==> src/rtl/if_fetch_unit.sv <==
// Instruction-fetch front end: owns the PC, fetches over a req/ready memory handshake and
// presents one buffered instruction (or a NOP bubble) to IF/ID. Define IF_FETCH_STATS_EN for fetch/bubble counters.
module if_fetch_unit #(
    parameter logic [31:0] RESET_PC = 32'h0000_0000,
    parameter logic [31:0] NOP_INST = 32'h0000_0000
) (
    input  logic        Clk,
    input  logic        Reset,
    input  logic        stall,
    input  logic        stallstall,
    input  logic        Redirect,
    input  logic [31:0] Redirect_PC,
    output logic        imem_req,
    output logic [31:0] imem_addr,
    input  logic [31:0] imem_rdata,
    input  logic        imem_ready,
    output logic [31:0] IF_PCadd4,
    output logic [31:0] IF_Inst,
    output logic        IF_Valid
`ifdef IF_FETCH_STATS_EN
    ,
    output logic [31:0] fetch_count,
    output logic [31:0] bubble_count
`endif
);

    typedef enum logic [1:0] {
        S_REQ  = 2'd0,
        S_HOLD = 2'd1,
        S_DROP = 2'd2
    } state_t;

    state_t      state;
    logic [31:0] pc;
    logic [31:0] buf_inst;
    logic [31:0] buf_pc;
    logic [31:0] drop_target;
    logic        en;
    logic [31:0] redirect_target;

    assign en              = ~stall & ~stallstall;
    assign redirect_target = Redirect_PC & ~32'h0000_0003;

    // In S_DROP pc keeps the squashed address so imem_addr stays stable until the memory answers.
    always_ff @(posedge Clk) begin
        if (Reset) begin
            state       <= S_REQ;
            pc          <= RESET_PC;
            buf_inst    <= NOP_INST;
            buf_pc      <= RESET_PC;
            drop_target <= RESET_PC;
        end else begin
            case (state)
                S_REQ: begin
                    if (Redirect) begin
                        if (imem_ready) begin
                            pc <= redirect_target;
                        end else begin
                            drop_target <= redirect_target;
                            state       <= S_DROP;
                        end
                    end else if (imem_ready) begin
                        buf_inst <= imem_rdata;
                        buf_pc   <= pc;
                        state    <= S_HOLD;
                    end
                end
                S_HOLD: begin
                    if (Redirect) begin
                        pc    <= redirect_target;
                        state <= S_REQ;
                    end else if (en) begin
                        pc    <= buf_pc + 32'd4;
                        state <= S_REQ;
                    end
                end
                S_DROP: begin
                    if (imem_ready) begin
                        pc    <= Redirect ? redirect_target : drop_target;
                        state <= S_REQ;
                    end else if (Redirect) begin
                        drop_target <= redirect_target;
                    end
                end
                default: begin
                    state <= S_REQ;
                end
            endcase
        end
    end

    // Outputs depend only on state and Reset, never on memory data, stalls or redirects.
    always_comb begin
        imem_req  = 1'b0;
        imem_addr = pc;
        IF_Valid  = 1'b0;
        IF_Inst   = NOP_INST;
        IF_PCadd4 = pc + 32'd4;
        if (Reset) begin
            IF_PCadd4 = RESET_PC + 32'd4;
        end else begin
            case (state)
                S_REQ: begin
                    imem_req = 1'b1;
                end
                S_HOLD: begin
                    IF_Valid  = 1'b1;
                    IF_Inst   = buf_inst;
                    IF_PCadd4 = buf_pc + 32'd4;
                end
                S_DROP: begin
                    imem_req = 1'b1;
                end
                default: begin
                    imem_req = 1'b0;
                end
            endcase
        end
    end

`ifdef IF_FETCH_STATS_EN
    always_ff @(posedge Clk) begin
        if (Reset) begin
            fetch_count  <= 32'd0;
            bubble_count <= 32'd0;
        end else if (en) begin
            if (IF_Valid) begin
                fetch_count <= fetch_count + 32'd1;
            end else begin
                bubble_count <= bubble_count + 32'd1;
            end
        end
    end
`endif

endmodule

==> config.mk <==
export PLATFORM = sky130hd
export DESIGN_NAME = if_fetch_unit
export DESIGN_NICKNAME = d
export VERILOG_FILES = /design/src/rtl/if_fetch_unit.sv
export SDC_FILE = /design/constraint.sdc
export NUM_CORES = 1
export LEC_CHECK = 0
export CAP_MARGIN = 20
export CORE_MARGIN = 1
export CORE_UTILIZATION = 30
export CTS_CLUSTER_DIAMETER = 30
export DETAILED_ROUTE_END_ITERATION = 10
export HOLD_SLACK_MARGIN = 0.15
export PLACE_DENSITY = 0.57
export SLEW_MARGIN = 20
export SYNTH_ARGS = -nofsm -noshare
export SYNTH_HDL_FRONTEND = slang
export SYNTH_SLANG_ARGS = --single-unit
==> constraint.sdc <==
create_clock -name Clk -period 2.8 [get_ports Clk]
set_clock_uncertainty 0.05 [all_clocks]
set_input_delay 0.7 -clock Clk [delete_from_list [all_inputs] [get_ports Clk]]
set_output_delay 0.7 -clock Clk [all_outputs]
set_load 0.02 [all_outputs]
-- After elaboration in Yosys (flattened, before gate mapping)
Index checks and enable logic that the tools add are counted.
- add/sub/neg operators: 2
- equality and inequality tests: 10
- multiplexer cells: 26
- bitwise gates (word level): 4
- reduce and logical (&&, ||, !) cells: 8
- operator list (cell ; count):
    $mux W32 ; 13
    $pmux W32 S3 ; 1
    $add A32 B3 Y32 const B ; 2
    $pmux W32 S2 ; 1
    $mux W2 ; 6
    $ne A2 B2 Y1 const B ; 5
    $ne A3 B3 Y1 const B ; 3
    $reduce_and A4 Y1 ; 2
    $pmux W2 S3 ; 1
    $reduce_and A5 Y1 ; 1
    $mux W1 ; 4
    $not A1 Y1 ; 3
    $reduce_and A3 Y1 ; 1
    $reduce_bool A3 Y1 ; 1
    $eq A2 B1 Y1 const B ; 1
    $eq A2 B2 Y1 const B ; 1
    $logic_not A2 Y1 ; 1
    $reduce_bool A2 Y1 ; 1
    $reduce_or A2 Y1 ; 1
    $and A1 B1 Y1 ; 1
- register bits: 130
- output and inout port bits: 98

-- Longest topological paths before layout
Gate-level depths: netlist of run 1.
- depth after elaboration: 5
- gate-level depth with buffers: 9

-- Worst setup path after synthesis of run 1
OpenSTA, ideal clock, no wires.
- kind: reg2out
- start: register buf_pc[2]
- end: output IF_PCadd4[16]
- data arrival time: 2.320 ns
- required time: 2.050 ns
- setup slack: -0.270 ns
- cell stages (with the launch flop): 6
- cell sequence: dfxtp_1 ha_1 nand4_4 or4_4 or3_1 a311oi_1
- cells in the longest elaborated chain, start to end: 3
- RTL lines (what ; line ; RTL):
    start, declared ; 36 ; logic [31:0] buf_pc;
    start signal, assigned ; 64 ; buf_pc <= pc;
    $add A32 B3 Y32 ; 109 ; IF_PCadd4 = buf_pc + 32'd4;
    $mux W32 ; 102 ; case (state)
    $mux W32 ; 99 ; if (Reset) begin
    end, declared ; 17 ; output logic [31:0] IF_PCadd4,
No other way between the ends.

-- Final worst setup path of run 1
- start: register buf_pc[23]
- end: output IF_PCadd4[29]
The elaborated chain is that of the path after synthesis.

==> results of run 1 <==
[per-layer routing]
metal  part of all wire (%)  vias up
met2                     47      263
met1                     46     4152
met3                    4.8       45
li1                       -     4208
met5                      0        -
met4                    2.1        0
[sequential cells by signal (all words and copies together) (netlist names)]
name,cells
buf_inst,32
drop_target,32
imem_addr,32
buf_pc,32
state,2
[logic make-up after synthesis]
logic type / Yosys count / share of synthesized area (%)
and+or+nand+nor: 486 / 31.5
AOI/OAI and AO/OA: 254 / 22.0
DFF: 130 / 35.4
buffers and inverters: 93 / 4.83
xor gates and xnor gates: 39 / 4.65
muxes: 6 / 0.817
adders and majority gates: 5 / 0.851
[cells in the mapped netlist (12+ instances only)]
| cell type | n | area [sq um] |
|---|---|---|
| a211oi_1 | 22 | 165 |
| nor4_1 | 13 | 81.3 |
| nand2_1 | 234 | 878 |
| a21oi_1 | 120 | 601 |
| xnor2_1 | 24 | 210 |
| nand3_1 | 25 | 125 |
| o21ai_0 | 25 | 125 |
| dfxtp_1 | 130 | 2600 |
| nand4_1 | 16 | 100 |
| xor2_1 | 15 | 131 |
| inv_1 | 13 | 48.8 |
| nor2_1 | 65 | 244 |
| nor3_1 | 27 | 135 |
| and3_1 | 41 | 257 |
| clkbuf_1 | 70 | 263 |
| nand3b_1 | 12 | 90.1 |
[worst max-delay path: cells and delay by family, from the launching register on]
family | cells | cell delay, ps
AND/OR/NAND/NOR | 3 | 1230
flip-flops | 1 | 320
AO/OA/AOI/OAI | 2 | 290
buffers and inverters | 1 | 130
[worst paths after layout]
kind                                 to  slack, ps
max                       IF_PCadd4[29]       -340
min           buf_inst[31]$_SDFFE_PP0P_        400
max reg2reg  imem_addr[24]$_SDFFE_PP0P_         80
min reg2reg   buf_inst[31]$_SDFFE_PP0P_        400
[per-stage QoR]
step	instance area, sq um	power [mW]	utilization, %	hold WS, ps
after detailed placement	10600	3.46	44.6	392
after global placement	10600	3.46	44.6	387
after floorplan	7410	2.74	-	382
after CTS	11500	5.69	48.4	400
after global routing	12000	5.93	50.6	416
final	12000	5.71	50.6	400
[repair_timing]
item                                    CTS  global route
buffers inserted                         11            13
gates resized for setup                 252           125
cloned                                    0             1
pin swaps                                32            44
endpoints found under the setup margin   66            42
[area by class of cell]
| type | count | share of cell area, % |
|---|---|---|
| multi-input cells | 790 | 42.3 |
| repair buffers | 360 | 27.2 |
| flip-flops and latches | 130 | 21.9 |
| clock buffers | 19 | 3.68 |
| well taps | 319 | 3.32 |
| clock inverters | 13 | 1.12 |
| inverters | 13 | 0.426 |
[layout by cell type, fill, tap and decap left out, types with 10 or more instances in the layout]
cell	synthesis	routed
dlygate4sd2_1	0	18
xnor2_1	24	19
nor3_2	0	12
buf_12	0	12
nand3b_1	12	12
buf_4	0	181
a211oi_1	22	11
o21ai_0	25	18
inv_1	13	11
clkdlybuf4s50_1	0	98
a21oi_1	120	118
dfxtp_1	130	110
a211oi_2	1	12
xor2_1	15	12
dfxtp_2	0	15
nand3_1	25	18
o41ai_1	10	10
nor2_1	65	60
clkbuf_16	0	18
nand2_1	234	227
and3_1	41	37
nor3_1	27	11
buf_6	0	21
nand4_1	16	16
[power groups by stage]
stage | logic (mW) | registers, mW | clock network [mW]
after CTS | 1.42 | 2.03 | 2.25
after detailed placement | 1.40 | 2.06 | 0
after global placement | 1.40 | 2.06 | 0
final | 1.47 | 2.03 | 2.21
after global routing | 1.57 | 2.04 | 2.32
after floorplan | 0.595 | 2.15 | 0
==> results.toml, run 1 <==
[status]
status = "finished with violations"
violations = "setup timing"

[floorplanning]
die_x_um = 159
die_area_sq_um = 25100
core_sq_um = 23800
pin_count = 168
die_h_um = 159
row_count = 56
start_util_pct = 31.0

[route]
post_drt_wl_per_cell_um = 18.1
drtPass1Iterations = 7
drtIter0Drc = 665
ant_nets = 0
drt_wl_total_um = 29700
viasPerCell = 5.27
drcViolationCount = 0
via_count = 8668

[layout]
multi_input_area_sq_um = 5080
seq_area_sq_um = 2640
diodes = 0
nNetsFinal = 1387
fillers = 2281
area_growth_pct = 63.6
instances_no_fill = 1644
drive_gt1_share_pct = 29.4

[worst_setup_path]
r2r-start = "state[1]$_SDFFE_PP0P_"
crit_path_max_fanout = 3
cp_slowest_cell = "or4_4"
path_cells = "nand4_1, or4_4, or4_4, a21oi_4, o21bai_4, buf_6"
cp-startpoint = "buf_pc[23]$_SDFFE_PP0P_"
startpoint_type = "register"
critPathMaxStageDelay_ps = 590
rr_worst_depth = 9
end_kind = "output port"
path_class = "register to output port"
crit_top_cell = "or4_4"
cp.arrival_ps = 2390
cp.required_ps = 2050

[pwr]
powerDensity_nw_per_um2 = 474
peakVddDrop_mv = 0.380
power_frac_comb_pct = 25.7
swShare_pct = 31.0
p_switching_mw = 1.77
clkPwrFrac_pct = 38.8
p_leak_nw = 4.78
seqPwrFrac_pct = 35.5
internal_power_mw = 3.94

[logic_synthesis]
yosysUniqueCellTypes = 64
yosysSeqAreaShare_pct = 35.4
yosys_warnings = 0
synth-seq-cells = 130
synth_nets = 1088
syn_area_sq_um = 7350
synthCells = 1013
synth_area_per_cell_sq_um = 7.26
ys.flop_type = "dfxtp_1"
synth-edff-count = 0
async_flop_share_pct = 0

[place]
gp_congestion = 0.917
portBuffers = 165
placed_cells = 1590
dpl_worst_slack_ps = -469
hpwlAfterDp_um = 21600

[flow_run]
drv_cap = 0

[global_routing]
grt_start_max_net_pins = 47
grt_pass1_wl_um = 44800
gr-usage-met1_pct = 32.2
grt_use_met3_pct = 3.62
top_usage_layer = "met2"
grt_pass1_vias = 8049
overflow = 0
grtUsageMet2_pct = 37.2
grt_use_total_pct = 23.4
antenna_found_initial = 0

[hold_path]
hold_depth = 2
hp-start = "buf_inst[31]$_SDFFE_PP0P_"
hold_path_class = "register to register"

[timing]
relSlewSlack_pct = 52.4
timing.setup.tns_ps = -2430
fmaxAchievable_ghz = 0.319
period_minus_slack_ps = 3140
hold_violations = 0
worst_pin_slew_ps = 714
slew_viol_final = 0
rsz0062_at_grt = "yes"
min_period_over_period_pct = 112
fin_ws_ps = -336
setup_violations = 14

[clocking]
cts_inserted_buffers = 17
cts_tree = "built"
cts.path.max_buffers = 2
clk_pin_slew_ps = 60
insertion_delay_ps = 430
ctsHtreeMaxLevel = 4
cts_hold_buf = 0
cts_root_buf = "clkbuf_16"
cts.sinks = 130
No activity file was read; power rests on OpenSTA's default activity.
==> run 2, diff against run 1 <==
--- a/config.mk
+++ b/config.mk
@@ -9,6 +9,7 @@
 export CORE_MARGIN = 1
 export CORE_UTILIZATION = 30
 export CTS_CLUSTER_DIAMETER = 30
+export CTS_CLUSTER_SIZE = 24
 export DETAILED_ROUTE_END_ITERATION = 10
 export HOLD_SLACK_MARGIN = 0.15
 export PLACE_DENSITY = 0.57
==> results of run 2 <==
Final layout, timing and power as in run 1 (identical DEF).
